## config.mk

```make
export PLATFORM = sky130hd
export DESIGN_NAME = soc_run_ctrl
export DESIGN_NICKNAME = d
export VERILOG_FILES = /design/src/rtl/soc_run_ctrl_pkg.sv /design/src/rtl/soc_rst_seq.sv /design/src/rtl/soc_run_ctrl.sv
export SDC_FILE = /design/constraint.sdc
export NUM_CORES = 1
export LEC_CHECK = 0
export ABC_CLOCK_PERIOD_IN_PS = 3800
export BUFFER_PORTS_ARGS = -buffer_cell sky130_fd_sc_hd__buf_2
export CAP_MARGIN = 20
export CORE_MARGIN = 10
export CORE_UTILIZATION = 61
export DETAILED_ROUTE_END_ITERATION = 6
export PLACE_DENSITY = 0.85
export SYNTH_ARGS = -nofsm -noshare
export SYNTH_HDL_FRONTEND = slang
export SYNTH_SLANG_ARGS = --single-unit
```

## constraint.sdc

```tcl
create_clock -name clk -period 3.8 [get_ports clk]
set_clock_uncertainty 0.1 [all_clocks]
set_input_delay 0.76 -clock clk [delete_from_list [all_inputs] [get_ports clk]]
set_output_delay 0.76 -clock clk [all_outputs]
set_load 0.02 [all_outputs]
```

## src/rtl/soc_run_ctrl_pkg.sv

```systemverilog
// Shared definitions for the SoC run controller: FSM state encoding,
// core reset polarity constants and a counter-width helper.
package soc_run_ctrl_pkg;

  typedef enum logic [1:0] {
    ST_HOLD = 2'd0,
    ST_SEQ  = 2'd1,
    ST_RUN  = 2'd2,
    ST_DONE = 2'd3
  } run_state_t;

  // Core-side reset polarity: 1 holds a core in reset.
  localparam logic RST_ENABLE  = 1'b1;
  localparam logic RST_DISABLE = 1'b0;

  // Width of a counter that must reach limit-1; never narrower than one bit.
  function automatic int cnt_width(input int limit);
    return (limit > 1) ? $clog2(limit) : 1;
  endfunction

endpackage

```

## src/rtl/soc_rst_seq.sv

```systemverilog
// Reset release sequencer: holds every core reset for RST_HOLD cycles, then
// releases one domain every STAGGER cycles, lowest index first.
module soc_rst_seq
  import soc_run_ctrl_pkg::*;
#(
  parameter int NUM_CH   = 2,
  parameter int RST_HOLD = 10,
  parameter int STAGGER  = 4
) (
  input  logic              clk,
  input  logic              rst,
  input  logic              restart,
  input  run_state_t        state,
  output logic [NUM_CH-1:0] core_rst,
  output logic              hold_end,
  output logic              seq_end
);

  localparam int HOLD_W = cnt_width(RST_HOLD);
  localparam int STAG_W = cnt_width(STAGGER);
  localparam logic [HOLD_W-1:0] HOLD_LAST = HOLD_W'(RST_HOLD - 1);
  localparam logic [STAG_W-1:0] STAG_LAST = STAG_W'(STAGGER - 1);

  logic [HOLD_W-1:0] hold_cnt;
  logic [STAG_W-1:0] stag_cnt;
  logic [NUM_CH-1:0] released;
  logic              found;

  // Release pattern: the lowest domain still held in reset is cleared.
  // NOTE: every variable written here gets a default first, so no latch is inferred.
  always_comb begin
    released = core_rst;
    found    = 1'b0;
    for (int k = 0; k < NUM_CH; k++) begin
      if (!found && core_rst[k] == RST_ENABLE) begin
        released[k] = RST_DISABLE;
        found       = 1'b1;
      end
    end
  end

  assign hold_end = (state == ST_HOLD) && (hold_cnt == HOLD_LAST);
  assign seq_end  = (state == ST_SEQ) && (stag_cnt == STAG_LAST) &&
                    (released == {NUM_CH{RST_DISABLE}});

  // Hold/stagger counters and the per-domain release register.
  // NOTE: sequential state uses non-blocking assignments so every flop samples pre-edge values.
  always_ff @(posedge clk or negedge rst) begin
    if (!rst) begin
      hold_cnt <= '0;
      stag_cnt <= '0;
      core_rst <= {NUM_CH{RST_ENABLE}};
    end else if (restart) begin
      hold_cnt <= '0;
      stag_cnt <= '0;
      core_rst <= {NUM_CH{RST_ENABLE}};
    end else begin
      case (state)
        ST_HOLD: begin
          if (hold_end) begin
            hold_cnt <= '0;
            core_rst <= released;
          end else begin
            hold_cnt <= hold_cnt + HOLD_W'(1);
          end
        end
        ST_SEQ: begin
          if (stag_cnt == STAG_LAST) begin
            stag_cnt <= '0;
            core_rst <= released;
          end else begin
            stag_cnt <= stag_cnt + STAG_W'(1);
          end
        end
        default: ;
      endcase
    end
  end

endmodule

```

## src/rtl/soc_run_ctrl.sv

```systemverilog
// Run controller for the minimal SoC: sequences core resets, counts run
// cycles, ends the run on halt or cycle limit, and supports soft restart.
module soc_run_ctrl
  import soc_run_ctrl_pkg::*;
#(
  parameter int NUM_CH     = 2,
  parameter int RST_HOLD   = 10,
  parameter int STAGGER    = 4,
  parameter int CNT_W      = 32,
  parameter int MAX_CYCLES = 50
) (
  input  logic              clk,
  input  logic              rst,
  input  logic              halt_i,
  input  logic              restart_i,
  output logic [NUM_CH-1:0] core_rst_o,
  output logic              run_o,
  output logic              done_o,
  output logic              timeout_o,
  output logic [CNT_W-1:0]  cycle_cnt_o
);

  localparam bit LIMITED = (MAX_CYCLES != 0);
  localparam logic [CNT_W-1:0] LIMIT_LAST = CNT_W'(MAX_CYCLES - 1);

  run_state_t       state;
  run_state_t       state_next;
  logic [CNT_W-1:0] cnt_next;
  logic             timeout_next;
  logic             hold_end;
  logic             seq_end;

  soc_rst_seq #(
    .NUM_CH   (NUM_CH),
    .RST_HOLD (RST_HOLD),
    .STAGGER  (STAGGER)
  ) u_rst_seq (
    .clk      (clk),
    .rst      (rst),
    .restart  (restart_i),
    .state    (state),
    .core_rst (core_rst_o),
    .hold_end (hold_end),
    .seq_end  (seq_end)
  );

  // Next state, next cycle count and exit cause; restart overrides everything.
  always_comb begin
    state_next   = state;
    cnt_next     = cycle_cnt_o;
    timeout_next = timeout_o;
    if (restart_i) begin
      state_next   = ST_HOLD;
      cnt_next     = '0;
      timeout_next = 1'b0;
    end else begin
      case (state)
        ST_HOLD: if (hold_end) state_next = (NUM_CH == 1) ? ST_RUN : ST_SEQ;
        ST_SEQ:  if (seq_end)  state_next = ST_RUN;
        ST_RUN: begin
          if (cycle_cnt_o != {CNT_W{1'b1}}) cnt_next = cycle_cnt_o + CNT_W'(1);
          // Halt wins over a coincident limit.
          if (halt_i) begin
            state_next   = ST_DONE;
            timeout_next = 1'b0;
          end else if (LIMITED && cycle_cnt_o == LIMIT_LAST) begin
            state_next   = ST_DONE;
            timeout_next = 1'b1;
          end
        end
        default: ;
      endcase
    end
  end

  // State register plus registered status outputs derived from the next state.
  always_ff @(posedge clk or negedge rst) begin
    if (!rst) begin
      state       <= ST_HOLD;
      cycle_cnt_o <= '0;
      run_o       <= 1'b0;
      done_o      <= 1'b0;
      timeout_o   <= 1'b0;
    end else begin
      state       <= state_next;
      cycle_cnt_o <= cnt_next;
      run_o       <= (state_next == ST_RUN);
      done_o      <= (state_next == ST_DONE);
      timeout_o   <= timeout_next;
    end
  end

endmodule

```

==> results.ini, run 1 <==
[worst_setup_path]
cp_max_fo=22
cp.arrival_ns=2.79
cp-start-kind=flip-flop
r2r_slack_ns=1.10
worstSetupEndpointType=flip-flop
worstPathRequired_ns=3.89
critical_path_class=flip-flop to flip-flop

[route]
first_iter_violations=364
drc=0
top_layer_used=met4
vias=2569
wire_per_inst_um=18.84
viasPerCell=6.778
antenna_left=0
drt-met1-wl_um=3080
route.met2.wl_um=3178
first_pass_iters=6
wl_um=7139
met3_wirelength_um=732

[layout]
finalNetCount=335
fill_cells=352
final-seq-area_sq_um=1129
multi_input_area_sq_um=1465
diodes=0
syn_to_final_growth_pct=12.80
drive_gt1_share_pct=20.80

[sta]
fin_crit_sh_pct=70.97
period_needed_ns=2.697
rsz0062_at_grt=false
setup_slack_ns=1.103
hold_viol=0
hold_ws_ns=0.3768
slew_violations=0
max_freq_mhz=370.8
setup_viol=0
maxSlewHeadroom_pct=34.36
tns_ns=0
worst_pin_slew_ns=0.9846

[cts]
htree_levels=2
insertion_delay_ns=0.30
cts_sinks=45
cts-root-buf=clkbuf_8
cts_tree=yes
cts_hold_buf=0
max-clock-path-buffers=2
postCtsResizedCells=0
post-cts-setup-buffers=0
cts_buffers=5
clk_pin_slew_ns=0.08

[power]
intPower_mw=0.7058
p_leak_nw=1.327
combPwrFrac_pct=4.3
power-per-cell-area_nw_per_um2=298.0
p_switching_mw=0.1977
switching_share_pct=21.88
p_clk_share_pct=41.7
ir_worst_vdd_mv=0.1482
seqPwrFrac_pct=54.0
total_power_mw=0.9035

[grt]
grt_max_degree=46
antenna_found_initial=0
track_usage_pct=19.18
grt_pass1_wl_um=11970
grt_pass1_vias=2433
overflow=0

[hold_path]
hp-class=flip-flop to flip-flop

[logic_synthesis]
synth_edf_count=0
yosysWarningCount=0
synth_seq_cells=45
syn_inst=288
ys_seq_area_share_pct=41.99
synthesis.area_sq_um=2688
synth_nets=297
ys_async_sr_fraction_pct=100.0
yosysUniqueCellTypes=50
synth.avg_cell_area_sq_um=9.332
synth_ff_type=dfrtp_1

[placed_design]
place_congestion=0.8999
post-place-ws_ns=0.9993
place.port_buffers=40
place_hpwl_um=4986

[floorplanning]
core.rowCount=24
ios=41
die-area_sq_um=7461
die_h_um=86.38
die_w_um=86.38
core-area_sq_um=4324
initial_core_util_pct=62.15

[run]
cap_violations=0

[status]
status=completed

per-layer routing:
layer,GRT usage (%),vias to the layer above
met5,0,-
met3,5.629,23
met1,26.28,1225
met2,28.52,138
li1,-,1183
met4,5.596,0
flip-flops by register name, indices dropped and copies added (netlist names):
signal / cells
u_rst_seq.hold_cnt: 4
u_rst_seq.stag_cnt: 2
done_o: 1
state: 2
cycle_cnt_o: 32
timeout_o: 1
run_o: 1
u_rst_seq.core_rst: 2
final cells by class:
cell class              instances  share of cell area [%]
clock buffers                   6                   2.724
clock inverters                 2                   1.238
inverters                       8                  0.9905
multi-input cells             223                   48.33
flip-flops and latches         45                   37.23
well taps                      52                   2.146
repair buffers                 43                   7.346
per-stage QoR:
step | instance area [sq um] | cells | utilization [%]
after CTS | 3032 | 379 | 70.11
after global placement | 2912 | 371 | 67.33
after global routing | 3032 | 379 | 70.11
after detailed placement | 2912 | 371 | 67.33
after floorplan | 2688 | 288 | -
final | 3032 | 379 | 70.11
power groups by stage:
stage	Clock (mW)	Sequential, mW	Combinational (mW)
2_1_floorplan	0	0.498	0.0178
3_3_place_gp	0	0.497	0.0370
3_5_place_dp	0	0.497	0.0390
4_1_cts	0.384	0.488	0.0393
5_1_grt	0.401	0.489	0.0440
6_report	0.377	0.488	0.0385
logic make-up (layout without fill, tap and decap cells):
group | after synthesis | in the layout | synth area share, %
and+or+nand+nor | 139 | 139 | 31.38
AOI/OAI and AO/OA | 68 | 68 | 16.29
DFF | 45 | 45 | 41.99
buffers and inverters | 20 | 59 | 3.492
muxes | 7 | 7 | 3.212
adders and majority gates | 5 | 5 | 2.328
xor gates and xnor gates | 4 | 4 | 1.304
synth_stat cells (5+ instances only):
master | instances | area share [%]
nor4_1 | 6 | 1.4
nor2_1 | 18 | 2.5
ha_1 | 5 | 2.3
dfrtp_1 | 43 | 40
or4_1 | 20 | 5.6
nand2_1 | 27 | 3.8
nor3_1 | 7 | 1.3
inv_1 | 8 | 1.1
nor2b_1 | 6 | 1.4
nand3_1 | 16 | 3.0
o21ai_0 | 10 | 1.9
o211ai_1 | 6 | 1.7
o31ai_1 | 15 | 4.2
and4_1 | 5 | 1.6
clkbuf_1 | 5 | 0.70
a21oi_1 | 18 | 3.4
nand4_1 | 8 | 1.9
cells in the final DEF, fill, tap and decap left out, types with 7 or more instances in the layout:
master and count:
a21oi_1 18, buf_2 40, dfrtp_1 43, inv_1 8, nand2_1 27, nand3_1 16
nand4_1 8, nor2_1 18, nor3_1 7, o21ai_0 10, o31ai_1 15, or4_1 20
path summary, 6_finish.rpt:
check                                      startpoint                     to  depth (start not counted)
worst max-delay path                   cycle_cnt_o[0]         cycle_cnt_o[7]                          6
worst min-delay path            u_rst_seq.core_rst[0]  u_rst_seq.core_rst[0]                          2
worst max register to register         cycle_cnt_o[0]         cycle_cnt_o[7]                          6
worst min register to register  u_rst_seq.core_rst[0]  u_rst_seq.core_rst[0]                          2
max in group asynchronous                         rst        cycle_cnt_o[15]                          1
min in group asynchronous                         rst        cycle_cnt_o[10]                          1
worst max-delay path: stages (launching register included):
cell,delay (ns)
dfrtp_1,0.48
ha_1,0.26
and3_1,0.25
nand4_2,0.28
nor3_4,0.75
nor4bb_1,0.16
mux2_2,0.31
Power figures use the tool's default switching activity.
==> run 2, diff against run 1 <==
--- a/config.mk
+++ b/config.mk
@@ -5,13 +5,13 @@
 export SDC_FILE = /design/constraint.sdc
 export NUM_CORES = 1
 export LEC_CHECK = 0
-export ABC_CLOCK_PERIOD_IN_PS = 3800
+export ABC_CLOCK_PERIOD_IN_PS = 2300
 export BUFFER_PORTS_ARGS = -buffer_cell sky130_fd_sc_hd__buf_2
 export CAP_MARGIN = 20
 export CORE_MARGIN = 10
-export CORE_UTILIZATION = 61
+export CORE_UTILIZATION = 51
 export DETAILED_ROUTE_END_ITERATION = 6
-export PLACE_DENSITY = 0.85
+export PLACE_DENSITY = 0.76
 export SYNTH_ARGS = -nofsm -noshare
 export SYNTH_HDL_FRONTEND = slang
 export SYNTH_SLANG_ARGS = --single-unit
==> constraint.sdc (replaced) <==
create_clock -name clk -period 2.3 [get_ports clk]
set_clock_uncertainty 0.1 [all_clocks]
set_input_delay 0.46 -clock clk [delete_from_list [all_inputs] [get_ports clk]]
set_output_delay 0.46 -clock clk [all_outputs]
set_load 0.02 [all_outputs]
==> run 2 against run 1 <==
  * Via count is 3.3% higher
  * Critical endpoint is now cycle_cnt_o[23]
  * First-iteration DRC count is 16% lower
  * Power rose by 52%
==> results.ini, run 2 (same netlist as run 1, synthesis figures left out) <==
[status]
status=completed

[sta]
worst_pin_slew_ns=0.5896  ; -0.3950 ns
hold_viol=0  ; unchanged
slew_violations=0  ; unchanged
rsz0062_at_grt=false
hold_ws_ns=0.01136  ; -0.3655 ns
fin_crit_sh_pct=95.34  ; +24 points
maxSlewHeadroom_pct=59.68  ; +25 points
period_needed_ns=2.193  ; -0.5041 ns
max_freq_mhz=456.0  ; +23%
tns_ns=0  ; unchanged
setup_viol=0  ; unchanged

[route]
wl_um=7637  ; +7.0%
wire_per_inst_um=17.64  ; -6.4%
first_iter_violations=304  ; -16%
vias=2654  ; +3.3%
drc=0  ; unchanged
antenna_left=0  ; unchanged
viasPerCell=6.129  ; -9.6%
first_pass_iters=4  ; -2

[cts]
cts_buffers=5  ; unchanged
cts-root-buf=clkbuf_8
clk_pin_slew_ns=0.09  ; about the same
cts_hold_buf=0  ; unchanged
cts_tree=yes
insertion_delay_ns=0.31  ; about the same
htree_levels=2  ; unchanged
cts_sinks=45  ; unchanged
max-clock-path-buffers=2  ; unchanged

[worst_setup_path]
cp-start-kind=flip-flop
worstSetupEndpointType=flip-flop
worstPathRequired_ns=2.43  ; -1.46 ns
r2r_slack_ns=0.11  ; -1.00 ns
critical_path_class=flip-flop to flip-flop
cp.arrival_ns=2.32  ; -0.47 ns
reg2regPathDepth=6  ; unchanged
cp_max_fo=11  ; -50%

[power]
p_leak_nw=1.517  ; +14%
power-per-cell-area_nw_per_um2=413.2  ; +39%
ir_worst_vdd_mv=0.2858  ; +93%

[layout]
largest_reg_flops=32  ; unchanged
drive_gt1_share_pct=28.93  ; +8.1 points
most-common-layout-cells=dfrtp_1 (43), buf_2 (40), buf_4 (37)
final_common_cell=dfrtp_1
syn_to_final_growth_pct=24.02
diodes=0  ; unchanged
fill_cells=444  ; +26%
largest-register=cycle_cnt_o
finalNetCount=371  ; +11%
reg_top3=cycle_cnt_o (32), u_rst_seq.hold_cnt (4)

[placed_design]
place_hpwl_um=5607  ; +12%
place_congestion=0.9403  ; +4.5%
place.port_buffers=40  ; unchanged

[floorplanning]
die_w_um=92.60  ; +7.2%
initial_core_util_pct=52.62  ; -9.5 points
die_h_um=92.60  ; +7.2%
die-area_sq_um=8574  ; +15%
core.rowCount=26  ; +8.3%
ios=41  ; unchanged
core-area_sq_um=5107  ; +18%

[grt]
overflow=0  ; unchanged
grt_pass1_wl_um=12520  ; +4.6%
antenna_found_initial=0  ; unchanged
grt_pass1_vias=2610  ; +7.3%
track_usage_pct=17.66  ; -1.5 points
grt_max_degree=46  ; unchanged

[run]
cap_violations=0  ; unchanged

[hold_path]
hp-class=input pin to async pin

==> run 2: changes by cell type in the layout (fill, tap and decap cells not counted) <==
cell and change:
nor3_2 +1, inv_6 +1, clkbuf_8 -1, buf_12 +2, nand4_2 -1, buf_4 +34, clkinv_2 +1, nor3_1 -1
bufinv_16 -1, nand4_4 +1
==> run 2: power by group <==
part / internal (mW) / switching (mW)
logic: 0.0185 / 0.0501
registers: 0.799 / 0.00725
clock network: 0.216 / 0.287
==> run 2: area by class of cell <==
cell class,count,area (sq um),share of cell area [%]
multi-input cells,223,1479,44.37
flip-flops and latches,45,1129,33.86
repair buffers,79,518.0,15.54
well taps,70,87.58,2.628
clock buffers,5,68.82,2.065
inverters,8,30.03,0.9009
clock inverters,3,21.27,0.6381
==> run 2: routing by layer <==
| layer | up-vias | wire length [um] | global-route usage, % |
|---|---|---|---|
| met5 | - | 0 | 0 |
| met4 | 0 | 185 | 6.298 |
| met3 | 22 | 557 | 5.327 |
| met2 | 92 | 3596 | 28.41 |
| met1 | 1285 | 3297 | 21.95 |
| li1 | 1255 | - | - |
==> run 2: through the flow <==
stage | std cells | power [mW] | instance area, sq um | util [%] | setup slack [ns]
floorplan | 288 | 0.8529 | 2688 | - | 0.0003919
global placement | 424 | 0.8887 | 3222 | 63.08 | 0.1936
detailed placement | 424 | 0.8913 | 3222 | 63.08 | 0.1058
CTS | 432 | 1.389 | 3312 | 64.85 | 0.08159
global route | 433 | 1.439 | 3333 | 65.26 | 0.01331
finish | 433 | 1.377 | 3333 | 65.26 | 0.1072
==> run 2: worst paths after layout <==
kind                                        from                    end
setup / recovery                  cycle_cnt_o[2]        cycle_cnt_o[23]
setup reg to reg                  cycle_cnt_o[2]        cycle_cnt_o[23]
hold reg to reg            u_rst_seq.core_rst[0]  u_rst_seq.core_rst[0]
max in group asynchronous                    rst  u_rst_seq.core_rst[0]
min in group clk                          halt_i              timeout_o
hold / removal                               rst  u_rst_seq.hold_cnt[1]
==> run 2: critical path, cell delays in order (launching register included) <==
cell and delay [ns]:
dfrtp_1 0.48, nand4_1 0.20, a21oi_1 0.18, buf_4 0.17, nand2b_1 0.23, or4_1 0.58, a21oi_1 0.17
==> run 2: what timing repair did <==
action                                  4_1_cts  5_1_grt
endpoints found under the setup margin        0        4
setup buffers                                 0        1
resized for setup                             0        2
==> run 3, diff against run 2 <==
--- a/config.mk
+++ b/config.mk
@@ -5,11 +5,12 @@
 export SDC_FILE = /design/constraint.sdc
 export NUM_CORES = 1
 export LEC_CHECK = 0
+export ABC_AREA = 1
 export ABC_CLOCK_PERIOD_IN_PS = 2300
 export BUFFER_PORTS_ARGS = -buffer_cell sky130_fd_sc_hd__buf_2
 export CAP_MARGIN = 20
 export CORE_MARGIN = 10
-export CORE_UTILIZATION = 51
+export CORE_UTILIZATION = 52
 export DETAILED_ROUTE_END_ITERATION = 6
 export PLACE_DENSITY = 0.76
 export SYNTH_ARGS = -nofsm -noshare
==> run 3 against run 2 <==
  * Setup slack improved by 0.27 ns
  * Critical path depth increased by 3
  * Core utilization decreased by 4.6 points
  * Synthesized area rose by 12%
  * Synthesized cell count grew 54%
  * Clock power rose by 4%
  * Critical path type unchanged
  * Highest routed layer unchanged
  * Clock-buffer cell count did not move
  * Global-route usage is 0.12 points higher
  * Die area is 7.7% higher
  * Largest power group unchanged
  * Sequential power grew 2.7%
==> results.ini, run 3 <==
[status]
status=completed

[power]
power-per-cell-area_nw_per_um2=442.3  ; +7.0%
p_clk_share_pct=34.9  ; -1.6 points
seqPwrFrac_pct=55.4  ; -3.1 points
p_leak_nw=1.537  ; +1.3%
p_switching_mw=0.4172  ; +21%
switching_share_pct=27.90  ; +2.9 points
combPwrFrac_pct=9.8  ; +4.8 points
ir_worst_vdd_mv=0.3041  ; +6.4%
intPower_mw=1.078  ; +4.4%

[placed_design]
place_hpwl_um=6312  ; +13%
place_congestion=0.9721  ; +3.4%
place.port_buffers=40  ; unchanged

[cts]
cts-root-buf=clkbuf_8
cts_buffers=5  ; unchanged
htree_levels=2  ; unchanged
max-clock-path-buffers=2  ; unchanged
cts_sinks=45  ; unchanged
clk_pin_slew_ns=0.09  ; about the same
post-cts-setup-buffers=0  ; unchanged
insertion_delay_ns=0.30  ; about the same
cts_tree=yes
cts_hold_buf=0  ; unchanged
postCtsResizedCells=0  ; unchanged

[sta]
period_needed_ns=1.928  ; -0.2652 ns
setup_viol=0  ; unchanged
tns_ns=0  ; unchanged
worst_pin_slew_ns=0.6319  ; +0.04229 ns
rsz0062_at_grt=false
hold_ws_ns=0.06728  ; +0.05592 ns
fin_crit_sh_pct=83.81  ; -12 points
max_freq_mhz=518.8  ; +14%
slew_violations=0  ; unchanged
maxSlewHeadroom_pct=57.87  ; -1.8 points
hold_viol=0  ; unchanged

[floorplanning]
core-area_sq_um=5574  ; +9.1%
core.rowCount=27  ; +3.8%
die_h_um=96.10  ; +3.8%
die-area_sq_um=9235  ; +7.7%
die_w_um=96.10  ; +3.8%
initial_core_util_pct=54.03  ; +1.4 points
ios=41  ; unchanged

[worst_setup_path]
worstSetupEndpointType=flip-flop
worstPathRequired_ns=2.39  ; -0.04 ns
cp-start-kind=flip-flop
crit_chain=ha_1, inv_2, nor2_4, nand2_4, nor2_4, nand3b_2, nand2_4, buf_12, o21ai_0
critical_path_class=flip-flop to flip-flop
r2r_slack_ns=0.37  ; +0.27 ns
critical_path.max_stage_delay_ns=0.43  ; -0.15 ns
cp_max_fo=19  ; +8
cp_slowest_cell=dfrtp_1
cp.arrival_ns=2.01  ; -0.31 ns

[grt]
grt_pass1_wl_um=13000  ; +3.8%
grt_max_degree=32  ; -30%
track_usage_pct=17.78  ; +0.12 points
antenna_found_initial=0  ; unchanged
overflow=0  ; unchanged
grt_pass1_vias=2719  ; +4.2%

[layout]
reg_top3=cycle_cnt_o (32), u_rst_seq.hold_cnt (4)
fill_cells=551  ; +24%
multi_input_area_sq_um=1645  ; +11%
fin_util_pct=60.67  ; -4.6 points
largest-register=cycle_cnt_o
finalNetCount=495  ; +33%
final_common_cell=nand2_1
final-seq-area_sq_um=1129  ; unchanged
drive_gt1_share_pct=17.66  ; -11 points
most-common-layout-cells=nand2_1 (143), nor2_1 (68), nand3_1 (47)
syn_to_final_growth_pct=12.30
diodes=0  ; unchanged
largest_reg_flops=32  ; unchanged

[logic_synthesis]
synth_top_area_cell=dfrtp_1
synth_seq_cells=45  ; unchanged
yosysMostFrequentCell=nand2_1
ys_seq_area_share_pct=37.47  ; -4.5 points
synth_ff_type=dfrtp_1
syn_inst=443  ; +54%
synth_nets=452  ; +52%
synth_edf_count=0  ; unchanged
synth.avg_cell_area_sq_um=6.798  ; -27%
yosysWarningCount=0  ; unchanged
synth_top_area_share_pct=35.73  ; -4.3 points
yosys-top-cells-count=nand2_1 (143), nor2_1 (68), nand3_1 (47)
synth_area_leaders=dfrtp_1 (36%), nand2_1 (18%), nor2_1 (8.5%)
synthesis.area_sq_um=3012  ; +12%
ys_async_sr_fraction_pct=100.0  ; unchanged
yosysUniqueCellTypes=32  ; -36%

[route]
first_iter_violations=133  ; -56%
wl_um=8036  ; +5.2%
wire_per_inst_um=14.38  ; -18%
drc=0  ; unchanged
viasPerCell=5.238  ; -15%
vias=2928  ; +10%
first_pass_iters=5  ; +1
antenna_left=0  ; unchanged

[run]
cap_violations=0  ; unchanged

[hold_path]
hp-class=input pin to async pin

run 3: logic make-up after synthesis:
| group | synth area share, % |
|---|---|
| adders and majority gates | 2.077 |
| DFF | 37.47 |
| and+or+nand+nor | 40.30 |
| xor gates and xnor gates | 2.327 |
| buffers and inverters | 7.893 |
| AOI/OAI and AO/OA | 9.929 |
run 3: through the flow:
| stage | power [mW] | instances | area (sq um) | setup WS (ns) |
|---|---|---|---|---|
| after CTS | 1.508 | 559 | 3382 | 0.3559 |
| final | 1.496 | 559 | 3382 | 0.3724 |
| after global placement | 0.9874 | 551 | 3288 | 0.4414 |
| after global routing | 1.562 | 559 | 3382 | 0.1987 |
| after detailed placement | 0.9907 | 551 | 3288 | 0.3805 |
| after floorplan | 0.9378 | 443 | 3012 | 0.2957 |
run 3: final timing paths:
check                                            from                    end  depth (start not counted)
worst max-delay path                   cycle_cnt_o[1]        cycle_cnt_o[30]                          9
worst min-delay path                              rst         cycle_cnt_o[3]                          1
worst max register to register         cycle_cnt_o[1]        cycle_cnt_o[30]                          9
worst min register to register  u_rst_seq.core_rst[0]  u_rst_seq.core_rst[0]                          2
max in group asynchronous                         rst        cycle_cnt_o[25]                          2
min in group clk                u_rst_seq.core_rst[0]  u_rst_seq.core_rst[0]                          2
run 3: area by class of cell:
cell class                      instances  area share, %
Clock buffer                            5          2.035
Multi-Input combinational cell        347          48.65
Inverter                               41          4.551
Tap cell                               72          2.664
Clock inverter                          3         0.7399
Sequential cell                        45          33.37
Timing Repair Buffer                   46          7.991
run 3: worst max-delay path, delay by kind of cell (launching register included):
kind,cells,cell delay (ns)
fa+ha+maj,1,0.21
buf+inv,2,0.26
simple gates,5,0.69
compound gates,1,0.10
flops,1,0.43
run 3: power groups by stage:
stage / registers (mW) / clock network [mW] / logic, mW
6_report: 0.828 / 0.521 / 0.146
5_1_grt: 0.832 / 0.568 / 0.163
4_1_cts: 0.828 / 0.532 / 0.148
3_5_place_dp: 0.843 / 0 / 0.147
3_3_place_gp: 0.842 / 0 / 0.145
2_1_floorplan: 0.856 / 0 / 0.0820
run 3: layer usage:
metal | part of all wire [%] | vias up | GRT usage, %
met4 | 2.1 | 0 | 6.020
met3 | 7.2 | 12 | 3.969
met5 | 0 | - | 0
met1 | 44 | 1314 | 22.14
met2 | 47 | 96 | 29.65
li1 | - | 1506 | -
